==> config.mk <==
export PLATFORM = sky130hd
export DESIGN_NAME = stack_controller
export DESIGN_NICKNAME = d
export VERILOG_FILES = /design/src/rtl/stack_controller.sv
export SDC_FILE = /design/constraint.sdc
export NUM_CORES = 1
export LEC_CHECK = 0
export CORE_MARGIN = 5
export CORE_UTILIZATION = 31
export CTS_BUF_LIST = sky130_fd_sc_hd__clkbuf_8
export DETAILED_ROUTE_END_ITERATION = 12
export PLACE_DENSITY = 0.91
export SLEW_MARGIN = 15
export SYNTH_ARGS = -nofsm -noshare
export SYNTH_HDL_FRONTEND = slang
export SYNTH_SLANG_ARGS = --single-unit
==> constraint.sdc <==
create_clock -name clock -period 2.7 [get_ports clock]
set_input_delay 0.405 -clock clock [delete_from_list [all_inputs] [get_ports clock]]
set_output_delay 0.405 -clock clock [all_outputs]
set_load 0.02 [all_outputs]
==> src/rtl/stack_controller.sv <==
// Hardware stack controller driving an external single-write, combinational-read stack RAM.
// Two-state control (RUN/FAULT) with sticky overflow/underflow flags cleared by error_clear.
`ifndef WIDTH
`define WIDTH 16
`endif

module stack_controller #(
    parameter int DEPTH = 4
) (
    input  logic              clock,
    input  logic              active_low_reset,
    input  logic              op_valid,
    input  logic [1:0]        op_code,
    input  logic [`WIDTH-1:0] push_data,
    output logic              op_ready,
    input  logic              error_clear,
    output logic [`WIDTH-1:0] top_data,
    output logic [DEPTH:0]    depth_count,
    output logic              empty,
    output logic              full,
    output logic              overflow,
    output logic              underflow,
    output logic [DEPTH-1:0]  mem_read_address,
    input  logic [`WIDTH-1:0] mem_read_data,
    output logic              mem_write_enable,
    output logic [DEPTH-1:0]  mem_write_address,
    output logic [`WIDTH-1:0] mem_write_data
);

    typedef enum logic {
        RUN,
        FAULT
    } state_e;

    typedef enum logic [1:0] {
        OP_NOP     = 2'b00,
        OP_PUSH    = 2'b01,
        OP_POP     = 2'b10,
        OP_REPLACE = 2'b11
    } op_e;

    localparam logic [DEPTH:0] CAPACITY = {1'b1, {DEPTH{1'b0}}};

    state_e           state_q, state_d;
    logic [DEPTH:0]   count_q, count_d;
    logic             overflow_q, overflow_d;
    logic             underflow_q, underflow_d;
    logic             write_en;
    logic [DEPTH-1:0] write_addr;
    logic [DEPTH-1:0] top_addr;
    logic             is_empty;
    logic             is_full;

    assign is_empty = (count_q == '0);
    assign is_full  = (count_q == CAPACITY);
    assign top_addr = count_q[DEPTH-1:0] - 1'b1;

    always_ff @(posedge clock or negedge active_low_reset) begin
        if (!active_low_reset) begin
            state_q     <= RUN;
            count_q     <= '0;
            overflow_q  <= 1'b0;
            underflow_q <= 1'b0;
        end else begin
            state_q     <= state_d;
            count_q     <= count_d;
            overflow_q  <= overflow_d;
            underflow_q <= underflow_d;
        end
    end

    // Illegal pushes/pops trap into FAULT without touching the stack contents.
    always_comb begin
        state_d     = state_q;
        count_d     = count_q;
        overflow_d  = overflow_q;
        underflow_d = underflow_q;
        write_en    = 1'b0;
        write_addr  = count_q[DEPTH-1:0];
        unique case (state_q)
            RUN: begin
                if (op_valid) begin
                    unique case (op_code)
                        OP_PUSH: begin
                            if (is_full) begin
                                overflow_d = 1'b1;
                                state_d    = FAULT;
                            end else begin
                                write_en = 1'b1;
                                count_d  = count_q + 1'b1;
                            end
                        end
                        OP_POP: begin
                            if (is_empty) begin
                                underflow_d = 1'b1;
                                state_d     = FAULT;
                            end else begin
                                count_d = count_q - 1'b1;
                            end
                        end
                        OP_REPLACE: begin
                            if (is_empty) begin
                                underflow_d = 1'b1;
                                state_d     = FAULT;
                            end else begin
                                write_en   = 1'b1;
                                write_addr = top_addr;
                            end
                        end
                        default: ;
                    endcase
                end
            end
            FAULT: begin
                if (error_clear) begin
                    state_d     = RUN;
                    overflow_d  = 1'b0;
                    underflow_d = 1'b0;
                end
            end
            default: state_d = RUN;
        endcase
    end

    // Reset is folded into the write strobe so an in-flight command never reaches the RAM.
    assign mem_write_enable  = write_en & active_low_reset;
    assign mem_write_address = write_addr;
    assign mem_write_data    = push_data;
    assign mem_read_address  = top_addr;

    assign op_ready    = (state_q == RUN);
    assign depth_count = count_q;
    assign empty       = is_empty;
    assign full        = is_full;
    assign overflow    = overflow_q;
    assign underflow   = underflow_q;
    assign top_data    = is_empty ? '0 : mem_read_data;

endmodule

After elaboration in Yosys (flattened, before gate mapping)

Cells that the tools add are included.

Memories: 0
Input port bits: 38
Bits in latches: 0
Memory bits (writable): 0
Word-level logic and storage cells: 55
Bits in registers: 8
ROM bits: 0

$mul: 0
Mux-type cells: 28
Add/sub/neg operators: 3
Div/mod/pow operators: 0
Equality and inequality tests: 12
Bitwise operators: 2
Shifts and indexed selects: 0
Reduce and logical (&&, ||, !) cells: 6
$lt $le $gt $ge: 0

Operators by type and width:

| operator              | number |
|---|---|
| $mux W16              | 1 |
| $mux W4               | 4 |
| $mux W1               | 15 |
| $mux W5               | 2 |
| $ne A2 B2 Y1 const B  | 5 |
| $pmux W1 S2           | 5 |
| $pmux W5 S2           | 1 |
| $reduce_and A4 Y1     | 2 |
| $ne A2 B1 Y1 const B  | 3 |
| $add A5 B1 Y5 const B | 1 |
| $eq A5 B5 Y1 const B  | 1 |
| $logic_not A5 Y1      | 1 |
| $reduce_and A5 Y1     | 1 |
| $sub A5 B1 Y5 const B | 1 |
| $eq A2 B2 Y1 const B  | 2 |
| $sub A4 B1 Y4 const B | 1 |
| $eq A2 B1 Y1 const B  | 1 |
| $reduce_bool A2 Y1    | 1 |
| $reduce_or A2 Y1      | 1 |
| $and A1 B1 Y1         | 1 |
| $not A1 Y1            | 1 |

Depth between registers and ports, before layout

Depth after elaboration: 6
Mapped depth: 7

Worst setup path before layout

Ideal clock, no wire load.

Path kind: register -> output
From: reg count_q[0] (netlist: depth_count[0])
To: out mem_write_address[2]
Stages on the path, launching flop included: 7
Path buffers: 0
Path slack: 0.399 ns
Arrival: 1.896 ns
Cell sequence: dfrtp_1 -> inv_1 -> ha_1 -> nor4b_4 -> nor2_1 -> a21oi_1 -> a41oi_1

Cells in the longest elaborated chain, start to end: 5
Elaborated cells on any way between the ends: 6
Classes of those cells: add/sub: 1; mux: 4; reduce/logical: 1

Ends and longest elaborated chain:

| element                                                  | line   | source |
|---|---|---|
| start: declaration                                       | 45     | `logic [DEPTH:0] count_q, count_d;` |
| start signal: assignment                                 | 66     | `count_q <= count_d;` |
| $sub A4 B1 Y4 / $logic_not A5 Y1 (equally long branches) | 56, 54 |  |
| $mux W4 *                                                | 102    | `if (is_empty) begin` |
| $mux W4 *                                                | 83     | `unique case (op_code)` |
| $mux W4 *                                                | 82     | `if (op_valid) begin` |
| $mux W4 *                                                | 80     | `unique case (state_q)` |
| end: declaration                                         | 26     | `output logic [DEPTH-1:0] mem_write_address,` |

Every way passes the cells marked *; elsewhere a longest branch is shown, timed or not.

Worst setup path after layout

From: in op_valid
To: out mem_write_enable

Cells in the longest elaborated chain, start to end: 3

Ends and longest elaborated chain:

| element            | line | source |
|---|---|---|
| start: declaration | 12   | `input logic op_valid,` |
| $mux W1            | 82   |  |
| $mux W1            | 80   |  |
| $and A1 B1 Y1      | 126  | `assign mem_write_enable = write_en & active_low_reset;` |
| end: declaration   | 25   | `output logic mem_write_enable,` |

No other way between the ends.

==> flow_metrics.tcl <==
set metrics [dict create \
    clockRootBuffer "clkbuf_8" \
    start_kind "input pin" \
    syn_area_sq_um 955 \
    maxCapViolations 0 \
    n_antenna_cell 0 \
    cp-end-kind "output port" \
    crit_type "input pin to output port" \
    finalHoldViolCount 0 \
    p_per_area_mw_per_mm2 989 \
    final_common_cell "clkdlybuf4s50_1" \
    die_area_sq_mm 0.00429 \
    drc 0 \
    syn_avg_cell_area_sq_um 9.36 \
    tns_ps 0 \
    core-area_sq_mm 0.00300 \
    startpoint "op_valid" \
    track_usage_pct 14.4 \
    hp-class "flip-flop to flip-flop" \
    place_area_sq_mm 0.00145 \
    cp.required_ps 2300 \
    cts.sinks 8 \
    overflow 0 \
    drtIter0Drc 18 \
    ys_warn_count 0 \
    p_leak_nw 0.668 \
    netlist_instances 102 \
    yosys_register_bits 8 \
    routedWlPerCell_microns 15.8 \
    vias 882 \
    synth_cell_types 35 \
    min_period_over_period_pct 96.2 \
    skew_ps 1.16 \
    io_buffers 56 \
    viasPerCell 4.87 \
    finalCriticalPeriod_ps 2600 \
    vdd_ir_drop_max_uv 417 \
    fmax_mhz 385 \
    crit_fanout 4 \
    numCtsBuffers 3 \
    htree_levels 1 \
    status "completed" \
    ys.flop_type "dfrtp_1" \
    die_x_microns 65.5 \
    worst_pin_slew_ps 416 \
    slew_violations 0 \
    ioPinCount 89 \
    rows 20 \
    setup_viol 0 \
    cts.path.max_buffers 2 \
    finalNetCount 194 \
    initial_core_util_pct 31.8 \
    finalWirelength_microns 2860 \
    rsz0062_at_grt "false" \
    design_area_sq_mm 0.00151 \
    synth_edf_count 0 \
    first_pass_iters 4 \
    grt_pass1_wl_microns 4730 \
    drtAntennaViolNets 0 \
    finalWorstSetupSlack_ps 104 \
    holdBufCountCts 0 \
    clk_pin_slew_ps 40 \
    grt_pass1_vias 963 \
    cts_tree "built" \
    antenna_found_initial 0 \
    reg2reg_from "depth_count[0]" \
    drive_gt1_share_pct 14.2 \
    grt_max_degree 21 \
    dpl.hpwl_microns 2370 \
    place.gp.congestion 0.750 \
    clk_latency_ps 230 \
    critical_path_arrival_ps 2190 \
    maxSlewHeadroom_pct 72.3 \
    synthArstFlopShare_pct 100 \
    die_h_microns 65.5 \
    min-delay-start "underflow" \
    final_cell_mix "clkdlybuf4s50_1 (52), nor2b_1 (19), dfrtp_1 (8), ha_1 (5), buf_4 (5)" \
    dp_slack_ps -2.32 \
    syn_to_final_growth_pct 58.3 \
    ys_seq_area_share_pct 21.0 \
    holdWs_ps 499 \
    synth_nets 146 \
]
-- through the flow --
stage	util, %	cells	total power, W
floorplan	-	102	0.000916
global placement	48.4	178	0.00132
detailed placement	48.4	178	0.00136
CTS	49.9	181	0.00151
global route	50.3	181	0.00159
finish	50.3	181	0.00149
-- Yosys cell counts, types with 2 or more instances --
cell type  instances  share of area (%)
nor3_1             2                1.0
dfrtp_1            8                 21
mux2_4             2                3.1
a22o_2             2                2.1
ha_1               5                6.6
a21oi_1            4                2.1
xnor2_1            4                3.7
xor2_1             3                2.8
nand2_1            3                1.2
buf_6              2                2.4
buf_4             16                 13
nand2b_1           3                2.0
inv_1              4                1.6
nor2_1             3                1.2
nor2b_1           19                 12
mux2i_1            3                3.1
-- timing repair --
action                                 in CTS  in global routing
gates resized for setup                     1                  5
endpoints found under the hold margin       0                  0
cloned                                      0                  0
setup endpoints to repair                   1                 20
pin swaps                                   0                  0
buffers inserted                            0                  0
-- worst paths after layout --
path	cells past startpoint	end	slack [ps]
max	6	mem_write_enable	100
min	1	underflow	500
max reg2reg	7	depth_count[4]	480
min reg2reg	1	underflow	500
max in group asynchronous	2	depth_count[0]	2050
min in group asynchronous	2	depth_count[4]	520
-- critical path, stage by stage --
cell and delay, ps:
clkdlybuf4s50_1 480, buf_4 120, nor2b_1 250, nand3_1 110, a21oi_1 190, clkdlybuf4s50_1 640
-- routing by layer --
layer / routed length [microns] / track usage, % / part of all wire (%) / vias to the layer above
met5: 0 / 0 / 0 / -
met4: 70 / 6.48 / 2.4 / 0
met3: 197 / 3.76 / 6.9 / 7
met2: 1570 / 26.9 / 55 / 34
met1: 1020 / 14.9 / 36 / 417
li1: - / - / - / 424
-- final cells by class --
cell class                 instances  area [sq um]
inverter                           5          18.8
multi-input combinational         70           591
clock buffer                       3          41.3
tap                               33          41.3
timing repair buffer              62           619
fill                             267          1490
sequential                         8           200
-- cells by family after synthesis --
| logic type | share of synthesized area (%) |
|---|---|
| AOI/OAI and AO/OA | 11.4 |
| xor gates and xnor gates | 6.42 |
| adders and majority gates | 8.65 |
| buffers and inverters | 17.4 |
| DFF | 21.0 |
| muxes | 7.47 |
| and+or+nand+nor | 27.7 |
-- registers in the layout, summed over array words and instances, names as in the netlist --
register,flops
overflow,1
depth_count,5
underflow,1
state_q,1
-- power by group --
group          internal (W)  switching [W]  total (W)  leakage [nW]
registers          0.000175      0.0000984   0.000273        0.0981
clock network     0.0000966      0.0000481   0.000145        0.0216
logic              0.000554       0.000523    0.00108         0.549
total              0.000826       0.000669    0.00149         0.668
Power figures use the tool's default switching activity.
